--- config.mk ---
export PLATFORM = sky130hd
export DESIGN_NAME = apb_irq_ctrl_flat
export DESIGN_NICKNAME = d
export VERILOG_FILES = /design/src/rtl/apb_irq_ctrl_if.sv /design/src/rtl/apb_irq_ctrl.sv /design/src/flat_wrapper.sv
export SDC_FILE = /design/constraint.sdc
export NUM_CORES = 1
export LEC_CHECK = 0
export CAP_MARGIN = 40
export CORE_MARGIN = 2
export CORE_UTILIZATION = 38
export DETAILED_ROUTE_END_ITERATION = 7
export GPL_ROUTABILITY_DRIVEN = 0
export PLACE_DENSITY_LB_ADDON = 0.3
export SLEW_MARGIN = 20
export SYNTH_ARGS = -nofsm -noshare
export SYNTH_HDL_FRONTEND = slang
export SYNTH_SLANG_ARGS = --single-unit
--- constraint.sdc ---
create_clock -name HCLK -period 2.05 [get_ports HCLK]
set_clock_uncertainty 0.05 [all_clocks]
set_input_delay 0.41 -clock HCLK [delete_from_list [all_inputs] [get_ports HCLK]]
set_output_delay 0.41 -clock HCLK [all_outputs]
set_load 0.01 [all_outputs]
--- src/rtl/apb_irq_ctrl_if.sv ---
// APB slave bus bundle for the interrupt controller.
// The master modport is the bus side (testbench or interconnect); the slave
// modport is the controller side.
interface apb_irq_ctrl_if #(
  parameter int APB_ADDR_WIDTH = 12
);
  logic [APB_ADDR_WIDTH-1:0] PADDR;
  logic [31:0]               PWDATA;
  logic                      PWRITE;
  logic                      PSEL;
  logic                      PENABLE;
  logic [31:0]               PRDATA;
  logic                      PREADY;
  logic                      PSLVERR;

  modport master (
    output PADDR, PWDATA, PWRITE, PSEL, PENABLE,
    input  PRDATA, PREADY, PSLVERR
  );

  modport slave (
    input  PADDR, PWDATA, PWRITE, PSEL, PENABLE,
    output PRDATA, PREADY, PSLVERR
  );
endinterface

--- src/rtl/apb_irq_ctrl.sv ---
// APB-programmable interrupt controller.
// Rising edges on level sources latch into PENDING. Sources enabled by MASK
// are offered one at a time to the core over a req/ack handshake. Among the
// enabled pending sources, the lowest index has the highest priority.
module apb_irq_ctrl #(
  parameter int APB_ADDR_WIDTH = 12,
  parameter int NUM_IRQ        = 8
) (
  input  logic               HCLK,
  input  logic               HRESETn,
  apb_irq_ctrl_if.slave      apb,
  input  logic [NUM_IRQ-1:0] irq_i,
  output logic               core_irq_req_o,
  output logic [4:0]         core_irq_id_o,
  input  logic               core_irq_ack_i
);

  typedef enum logic {IDLE = 1'b0, REQ = 1'b1} state_t;

  localparam logic [1:0] SEL_MASK    = 2'b00;
  localparam logic [1:0] SEL_PENDING = 2'b01;
  localparam logic [1:0] SEL_SET     = 2'b10;
  localparam logic [1:0] SEL_STATUS  = 2'b11;

  state_t               state_q, state_d;
  logic [NUM_IRQ-1:0]   mask_q, mask_d;
  logic [NUM_IRQ-1:0]   pending_q, pending_d;
  logic [NUM_IRQ-1:0]   irq_prev_q;
  logic                 req_q, req_d;
  logic [4:0]           id_q, id_d;

  logic [APB_ADDR_WIDTH-1:0] paddr;
  logic [1:0]                sel;
  logic                      wr_en;
  logic                      rd_en;
  logic [NUM_IRQ-1:0]        wdata;
  logic [NUM_IRQ-1:0]        rise;
  logic [NUM_IRQ-1:0]        w1c;
  logic [NUM_IRQ-1:0]        w1s;
  logic [NUM_IRQ-1:0]        ack_clr;
  logic [NUM_IRQ-1:0]        masked;
  logic [4:0]                lowest_id;
  logic [31:0]               rdata;
  logic                      unused_bits;

  assign paddr = apb.PADDR;
  assign sel   = paddr[3:2];
  assign wr_en = apb.PSEL & apb.PENABLE & apb.PWRITE;
  assign rd_en = apb.PSEL & apb.PENABLE & ~apb.PWRITE;
  assign wdata = apb.PWDATA[NUM_IRQ-1:0];

  // Upper address bits and write-data bits beyond NUM_IRQ are not decoded.
  assign unused_bits = ^{paddr, apb.PWDATA};

  // A source that is already high when reset is released reads as a rise,
  // because irq_prev resets to 0.
  assign rise   = irq_i & ~irq_prev_q;
  assign w1c    = (wr_en && sel == SEL_PENDING) ? wdata : '0;
  assign w1s    = (wr_en && sel == SEL_SET)     ? wdata : '0;
  assign masked = pending_q & mask_q;

  // Acknowledge clears only the bit that is being served, and only in REQ.
  generate
    for (genvar gi = 0; gi < NUM_IRQ; gi++) begin : g_ack_clr
      assign ack_clr[gi] = (state_q == REQ) && core_irq_ack_i &&
                           (id_q == 5'(gi));
    end
  endgenerate

  // Set sources (rise, SET) override the clear sources on the same bit.
  always_comb begin
    pending_d = (pending_q & ~w1c & ~ack_clr) | rise | w1s;
    mask_d    = mask_q;
    if (wr_en && sel == SEL_MASK) begin
      mask_d = wdata;
    end
  end

  // Fixed-priority encoder: the lowest set index wins.
  always_comb begin
    lowest_id = 5'd0;
    for (int i = NUM_IRQ - 1; i >= 0; i--) begin
      if (masked[i]) begin
        lowest_id = 5'(i);
      end
    end
  end

  // Arbiter next state. The request is never withdrawn or pre-empted, and
  // it ends only on ack. Leaving through IDLE creates the one-cycle gap.
  always_comb begin
    state_d = state_q;
    req_d   = req_q;
    id_d    = id_q;
    case (state_q)
      IDLE: begin
        if (|masked) begin
          state_d = REQ;
          req_d   = 1'b1;
          id_d    = lowest_id;
        end
      end
      REQ: begin
        if (core_irq_ack_i) begin
          state_d = IDLE;
          req_d   = 1'b0;
        end
      end
      default: begin
        state_d = IDLE;
        req_d   = 1'b0;
      end
    endcase
  end

  // State, register file and edge-detect history.
  always_ff @(posedge HCLK or negedge HRESETn) begin
    if (!HRESETn) begin
      state_q    <= IDLE;
      mask_q     <= '0;
      pending_q  <= '0;
      irq_prev_q <= '0;
      req_q      <= 1'b0;
      id_q       <= 5'd0;
    end else begin
      state_q    <= state_d;
      mask_q     <= mask_d;
      pending_q  <= pending_d;
      irq_prev_q <= irq_i;
      req_q      <= req_d;
      id_q       <= id_d;
    end
  end

  // Read mux. It is combinational from registered state and returns 0
  // outside a read access phase.
  always_comb begin
    rdata = 32'd0;
    if (rd_en) begin
      case (sel)
        SEL_MASK:    rdata = 32'(mask_q);
        SEL_PENDING: rdata = 32'(pending_q);
        SEL_SET:     rdata = 32'd0;
        SEL_STATUS:  rdata = {19'd0, id_q, 7'd0, req_q};
        default:     rdata = 32'd0;
      endcase
    end
  end

  assign apb.PRDATA  = rdata;
  assign apb.PREADY  = 1'b1;
  assign apb.PSLVERR = 1'b0;

  assign core_irq_req_o = req_q;
  assign core_irq_id_o  = id_q;

endmodule

--- src/flat_wrapper.sv ---
// flat-port wrapper written by rule: the top's interface ports become plain ports
module apb_irq_ctrl_flat 
#(
  parameter int APB_ADDR_WIDTH = 12,
  parameter int NUM_IRQ        = 8
)
  (HCLK, HRESETn, irq_i, core_irq_req_o, core_irq_id_o, core_irq_ack_i, apb_PADDR, apb_PWDATA, apb_PWRITE, apb_PSEL, apb_PENABLE, apb_PRDATA, apb_PREADY, apb_PSLVERR);
  apb_irq_ctrl_if #(.APB_ADDR_WIDTH(APB_ADDR_WIDTH)) apb_i ();
  input  logic HCLK;
  input  logic HRESETn;
  input  logic [NUM_IRQ-1:0] irq_i;
  output logic core_irq_req_o;
  output logic [4:0] core_irq_id_o;
  input  logic core_irq_ack_i;
  input wire logic [$bits(apb_i.PADDR)-1:0] apb_PADDR;
  input wire logic [$bits(apb_i.PWDATA)-1:0] apb_PWDATA;
  input wire logic [$bits(apb_i.PWRITE)-1:0] apb_PWRITE;
  input wire logic [$bits(apb_i.PSEL)-1:0] apb_PSEL;
  input wire logic [$bits(apb_i.PENABLE)-1:0] apb_PENABLE;
  output wire logic [$bits(apb_i.PRDATA)-1:0] apb_PRDATA;
  output wire logic [$bits(apb_i.PREADY)-1:0] apb_PREADY;
  output wire logic [$bits(apb_i.PSLVERR)-1:0] apb_PSLVERR;
  assign apb_i.PADDR = apb_PADDR;
  assign apb_i.PWDATA = apb_PWDATA;
  assign apb_i.PWRITE = apb_PWRITE;
  assign apb_i.PSEL = apb_PSEL;
  assign apb_i.PENABLE = apb_PENABLE;
  assign apb_PRDATA = apb_i.PRDATA;
  assign apb_PREADY = apb_i.PREADY;
  assign apb_PSLVERR = apb_i.PSLVERR;
  apb_irq_ctrl #(.APB_ADDR_WIDTH(APB_ADDR_WIDTH), .NUM_IRQ(NUM_IRQ)) u_core (.HCLK(HCLK), .HRESETn(HRESETn), .apb(apb_i), .irq_i(irq_i), .core_irq_req_o(core_irq_req_o), .core_irq_id_o(core_irq_id_o), .core_irq_ack_i(core_irq_ack_i));
endmodule
-- After elaboration in Yosys (flattened, before gate mapping)
Cells that the tools add are included.
W data, S select, Z words.
- equal/unequal tests: 12
- mux-type cells: 18
- bitwise operators: 14
- reduce and logical (&&, ||, !) cells: 17
- operator list (operator ; count):
    $pmux W32 S4 ; 1
    $mux W5 ; 7
    $and A8 B8 Y8 ; 4
    $mux W32 ; 1
    $not A8 Y8 ; 3
    $eq A5 B3 Y1 const B ; 4
    $mux W8 ; 2
    $or A8 B8 Y8 ; 2
    $logic_and A1 B1 Y1 ; 12
    $eq A5 B2 Y1 const B ; 2
    $reduce_or A8 Y1 ; 1
    $eq A5 B1 Y1 const B ; 1
    $logic_not A5 Y1 ; 1
    $eq A2 B2 Y1 const B ; 2
    $mux W1 ; 4
    $pmux W1 S2 ; 2
    $reduce_and A2 Y1 ; 2
    $and A1 B1 Y1 ; 3
    $mux W3 ; 1
    $eq A2 B1 Y1 const B ; 1
    $logic_not A2 Y1 ; 1
    $ne A2 B1 Y1 const B ; 1
    $ne A2 B2 Y1 const B ; 1
    $not A1 Y1 ; 2
- bits in registers: 31
- input port bits: 58
- output and inout port bits: 40
- logic and storage cells: 67

-- Depth between registers and ports, before layout
- depth in word-level cells: 9
- mapped depth: 5
- mapped depth without buffers: 4

-- Worst setup path after synthesis
No wires, ideal clock.
- kind: input to output
- start point: in apb_PADDR[3]
- end point: out apb_PRDATA[1]
- arrival time: 1.367 ns
- data required time: 1.590 ns
- path slack: 0.223 ns
- stages on the path: 4
- path through: buf_2 or3_2 buf_2 nor2_1
- longest elaborated chain between the ends: 3
- elaborated cells between the ends (all ways): 6
- those cells by class: 3 x eq/ne; 2 x mux; 1 x reduce/logical
- ends and longest elaborated chain (what ; line ; source):
    start: declaration ; flat_wrapper.sv:15 ; input wire logic [$bits(apb_i.PADDR)-1:0] apb_PADDR;
    $eq A2 B2 Y1 (tied with other cells) ; apb_irq_ctrl.sv:140 ; case (sel)
    $pmux W32 S4 (*) ; apb_irq_ctrl.sv:140 ;
    $mux W32 (*) ; apb_irq_ctrl.sv:139 ; if (rd_en) begin
    end: declaration ; flat_wrapper.sv:20 ; output wire logic [$bits(apb_i.PRDATA)-1:0] apb_PRDATA;
Every way passes the cells marked *; elsewhere a longest branch is shown, timed or not. The select of a mux whose other input is x is not followed.

-- Worst setup path after layout
- start point: in apb_PWRITE
- end point: out apb_PRDATA[4]
- longest elaborated chain between the ends: 3
- ends and longest elaborated chain (what ; line ; source):
    start: declaration ; flat_wrapper.sv:17 ; input wire logic [$bits(apb_i.PWRITE)-1:0] apb_PWRITE;
    $not A1 Y1 ; apb_irq_ctrl.sv:49 ; assign rd_en = apb.PSEL & apb.PENABLE & ~apb.PWRITE;
    $and A1 B1 Y1 ; apb_irq_ctrl.sv:49 ;
    $mux W32 ; apb_irq_ctrl.sv:139 ;
No other way between the ends.

==> out/qor.csv <==
stage,metric,value,unit
logic_synthesis,synth-seq-cells,29,
logic_synthesis,syn_area,1650,um2
layout,final_core_util,0.534,
global_routing,grt_max_degree,30,
timing,holdWs,0.462,ns
global_routing,grt_remaining_overflow,0,
logic_synthesis,yosysTopAreaCell,dfrtp_1,
pwr,p_leak,0.00101,uW
logic_synthesis,ys_seq_area_frac,0.441,
critical_path,cp_data_arrival_time,1.53,ns
floorplan,start_util,0.403,
critical_path,cp_top_family,buffers and inverters,
clock_tree,cts_buffers,5,
layout,multi_input_area,788,um2
clock_tree,insertion_delay,0.28,ns
drt,vias_per_cell,4.85,
critical_path,critical_path.cell_chain,clkdlybuf4s50_1 > or3_4 > nor2_2 > buf_2,
timing,fmax,502,MHz
logic_synthesis,ys.flop_type,dfrtp_1,
timing,relSlewSlack,0.571,
global_routing,grt_pass1_vias,1221,
floorplan,io_pins,98,
logic_synthesis,ys_warn_count,0,
clock_tree,cts_tree,built,
clock_tree,clock-sinks,29,
logic_synthesis,synth.most_common_cell,dfrtp_1,
clock_tree,cts_root_buffer,clkbuf_8,
layout,stdcell_area,2180,um2
place,dp_cells,256,
layout,antenna_cells,0,
clock_tree,hold_buffers,0,
floorplan,rows,23,
place,numPortBuffers,38,
logic_synthesis,async_flop_share,1.00,
drt,wl_per_cell,13.7,um
timing,slew_viol_final,0,
global_routing,antenna_found_initial,0,
logic_synthesis,synthCells,163,
clock_tree,htree_levels,2,
drt,vias,1284,
clock_tree,clkSlewWorstSetupHoldPaths,0.06,ns
global_routing,grt_pass1_wl,6100,um
global_routing,grtUsageTotal,0.160,
layout,drive_above_1_share,0.228,
floorplan,die_h,69.8,um
drt,route.detailed.drc,0,
logic_synthesis,synth_edf_count,0,
timing,fin_crit,1.99,ns
drt,wl,3640,um
critical_path,cpPeakStageDelay,0.44,ns
place,place_ws,-0.623,ns
place,post_dp_cell_area,2070,um2
timing,setup_ws,0.0591,ns
logic_synthesis,synth.avg_cell_area,10.1,um2
critical_path,critPathLaunchType,primary input,
clock_tree,cts.path.max_buffers,2,
critical_path,cp_max_fo,7,
pwr,pwr_density_cell,1020,nW/um2
drt,drt-pass1-iter-count,4,
logic_synthesis,synth.top_cells.by_count,"dfrtp_1, buf_4, a21oi_1",
critical_path,crit_path_end_kind,output port,
place,dpl.hpwl,2670,um
logic_synthesis,synth_top_area_share,0.441,
timing,worst_pin_slew,0.641,ns
floorplan,fp.dieArea,4870,um2
drt,postRouteAntennaNets,0,
timing,finalHoldViolations,0,
timing,setup_viol,0,
status,status,"complete, no violations",
logic_synthesis,netlist_top_cells_area,"dfrtp_1, buf_4, mux2_2, a221o_1, mux2i_1",
layout,area_growth,32.7,%
drt,drt_iter0_markers,60,
layout,nets,272,
critical_path,worst-path-buf-inv,2,
timing,rsz0062_at_grt,no,
critical_path,criticalPathCategory,primary input to output port,
worst_hold_path,hp-class,primary input to asynchronous set/reset pin,
layout,regArea,726,um2
run,cap_violations,0,
logic_synthesis,yosysUniqueCellTypes,29,
timing,finalCritPeriodShare,0.971,
layout,fin_cells,265,
pwr,vdd_drop_max,0.000572,V
critical_path,cp_data_required_time,1.59,ns
floorplan,core_region_area,4090,um2
layout,fillerInstances,399,
critical_path,cp_slowest_cell,clkdlybuf4s50_1,
floorplan,die_w,69.8,um
==> flip-flops by register name (all words and copies together), names as in the netlist <==
signal                 cells
u_core.irq_prev_q          8
u_core.core_irq_id_o       3
u_core.mask_q              8
u_core.state_q             1
u_core.core_irq_req_o      1
u_core.pending_q           8
==> worst paths after layout <==
| path | slack [ns] | end | start | cells past startpoint |
|---|---|---|---|---|
| worst max-delay path | 0.06 | apb_PRDATA[4] | apb_PWRITE | 4 |
| worst min-delay path | 0.46 | u_core.irq_prev_q[1]$_DFF_PN0_ | HRESETn | 2 |
| worst max register to register | 0.51 | u_core.pending_q[1]$_DFF_PN0_ | u_core.state_q$_DFF_PN0_ | 4 |
| worst min register to register | 0.49 | u_core.core_irq_req_o$_DFFE_PN0P_ | u_core.core_irq_req_o$_DFFE_PN0P_ | 2 |
| max in group asynchronous | 1.21 | u_core.pending_q[1]$_DFF_PN0_ | HRESETn | 2 |
| min in group HCLK | 0.49 | u_core.core_irq_req_o$_DFFE_PN0P_ | u_core.core_irq_req_o$_DFFE_PN0P_ | 2 |
==> cells in the final DEF, fill, tap and decap left out, types with 3 or more instances in the layout <==
| cell | n |
|---|---|
| and2_1 | 3 |
| inv_1 | 10 |
| conb_1 | 25 |
| nand2_1 | 8 |
| a22oi_1 | 5 |
| a21oi_1 | 13 |
| buf_6 | 3 |
| nor2_1 | 9 |
| mux2_2 | 9 |
| clkdlybuf4s50_1 | 23 |
| dlygate4sd2_1 | 4 |
| dfrtp_1 | 29 |
| o21ai_0 | 7 |
| a221o_1 | 8 |
| nand2b_1 | 3 |
| mux2i_1 | 7 |
| clkbuf_8 | 6 |
| buf_4 | 7 |
| nor2_2 | 3 |
| buf_2 | 7 |
| clkbuf_2 | 3 |
==> logic make-up (layout without fill, tap and decap cells) <==
| kind of cell | after synthesis | after routing | synth area share |
|---|---|---|---|
| buffers and inverters | 39 | 68 | 0.149 |
| multiplexers | 16 | 16 | 0.104 |
| AO/OA/AOI/OAI | 40 | 40 | 0.168 |
| AND/OR/NAND/NOR | 37 | 37 | 0.133 |
| flip-flops | 29 | 29 | 0.441 |
| other | 2 | 25 | 0.00456 |
==> metal layers <==
metal	routed length, um	share of wire	track usage
met3	252	0.069	0.0451
met2	1660	0.46	0.232
met1	1700	0.47	0.231
met4	20	0.0055	0.0513
met5	0	0	0
==> repair_timing <==
item,CTS,global route
resized for setup,49,5
setup buffers,1,0
endpoints found under the setup margin,11,4
pin swaps,9,1
==> report_power, final <==
group	internal, uW	switching (uW)
Sequential	722	193
Clock	396	210
Combinational	369	338
==> layout make-up <==
cell class / instances / area share
Clock buffer: 7 / 0.0395
Clock inverter: 1 / 0.0138
Inverter: 10 / 0.0172
Multi-Input combinational cell: 118 / 0.361
Sequential cell: 29 / 0.332
Tap cell: 50 / 0.0287
Timing Repair Buffer: 50 / 0.207
==> per-stage QoR <==
| stage | power [uW] | TNS, ns |
|---|---|---|
| finish | 2230 | 0 |
| global route | 2390 | 0 |
| CTS | 2240 | 0 |
| detailed placement | 1620 | -8.54 |
| global placement | 1620 | -8.34 |
| floorplan | 1360 | 0 |
Power figures use the tool's default switching activity.
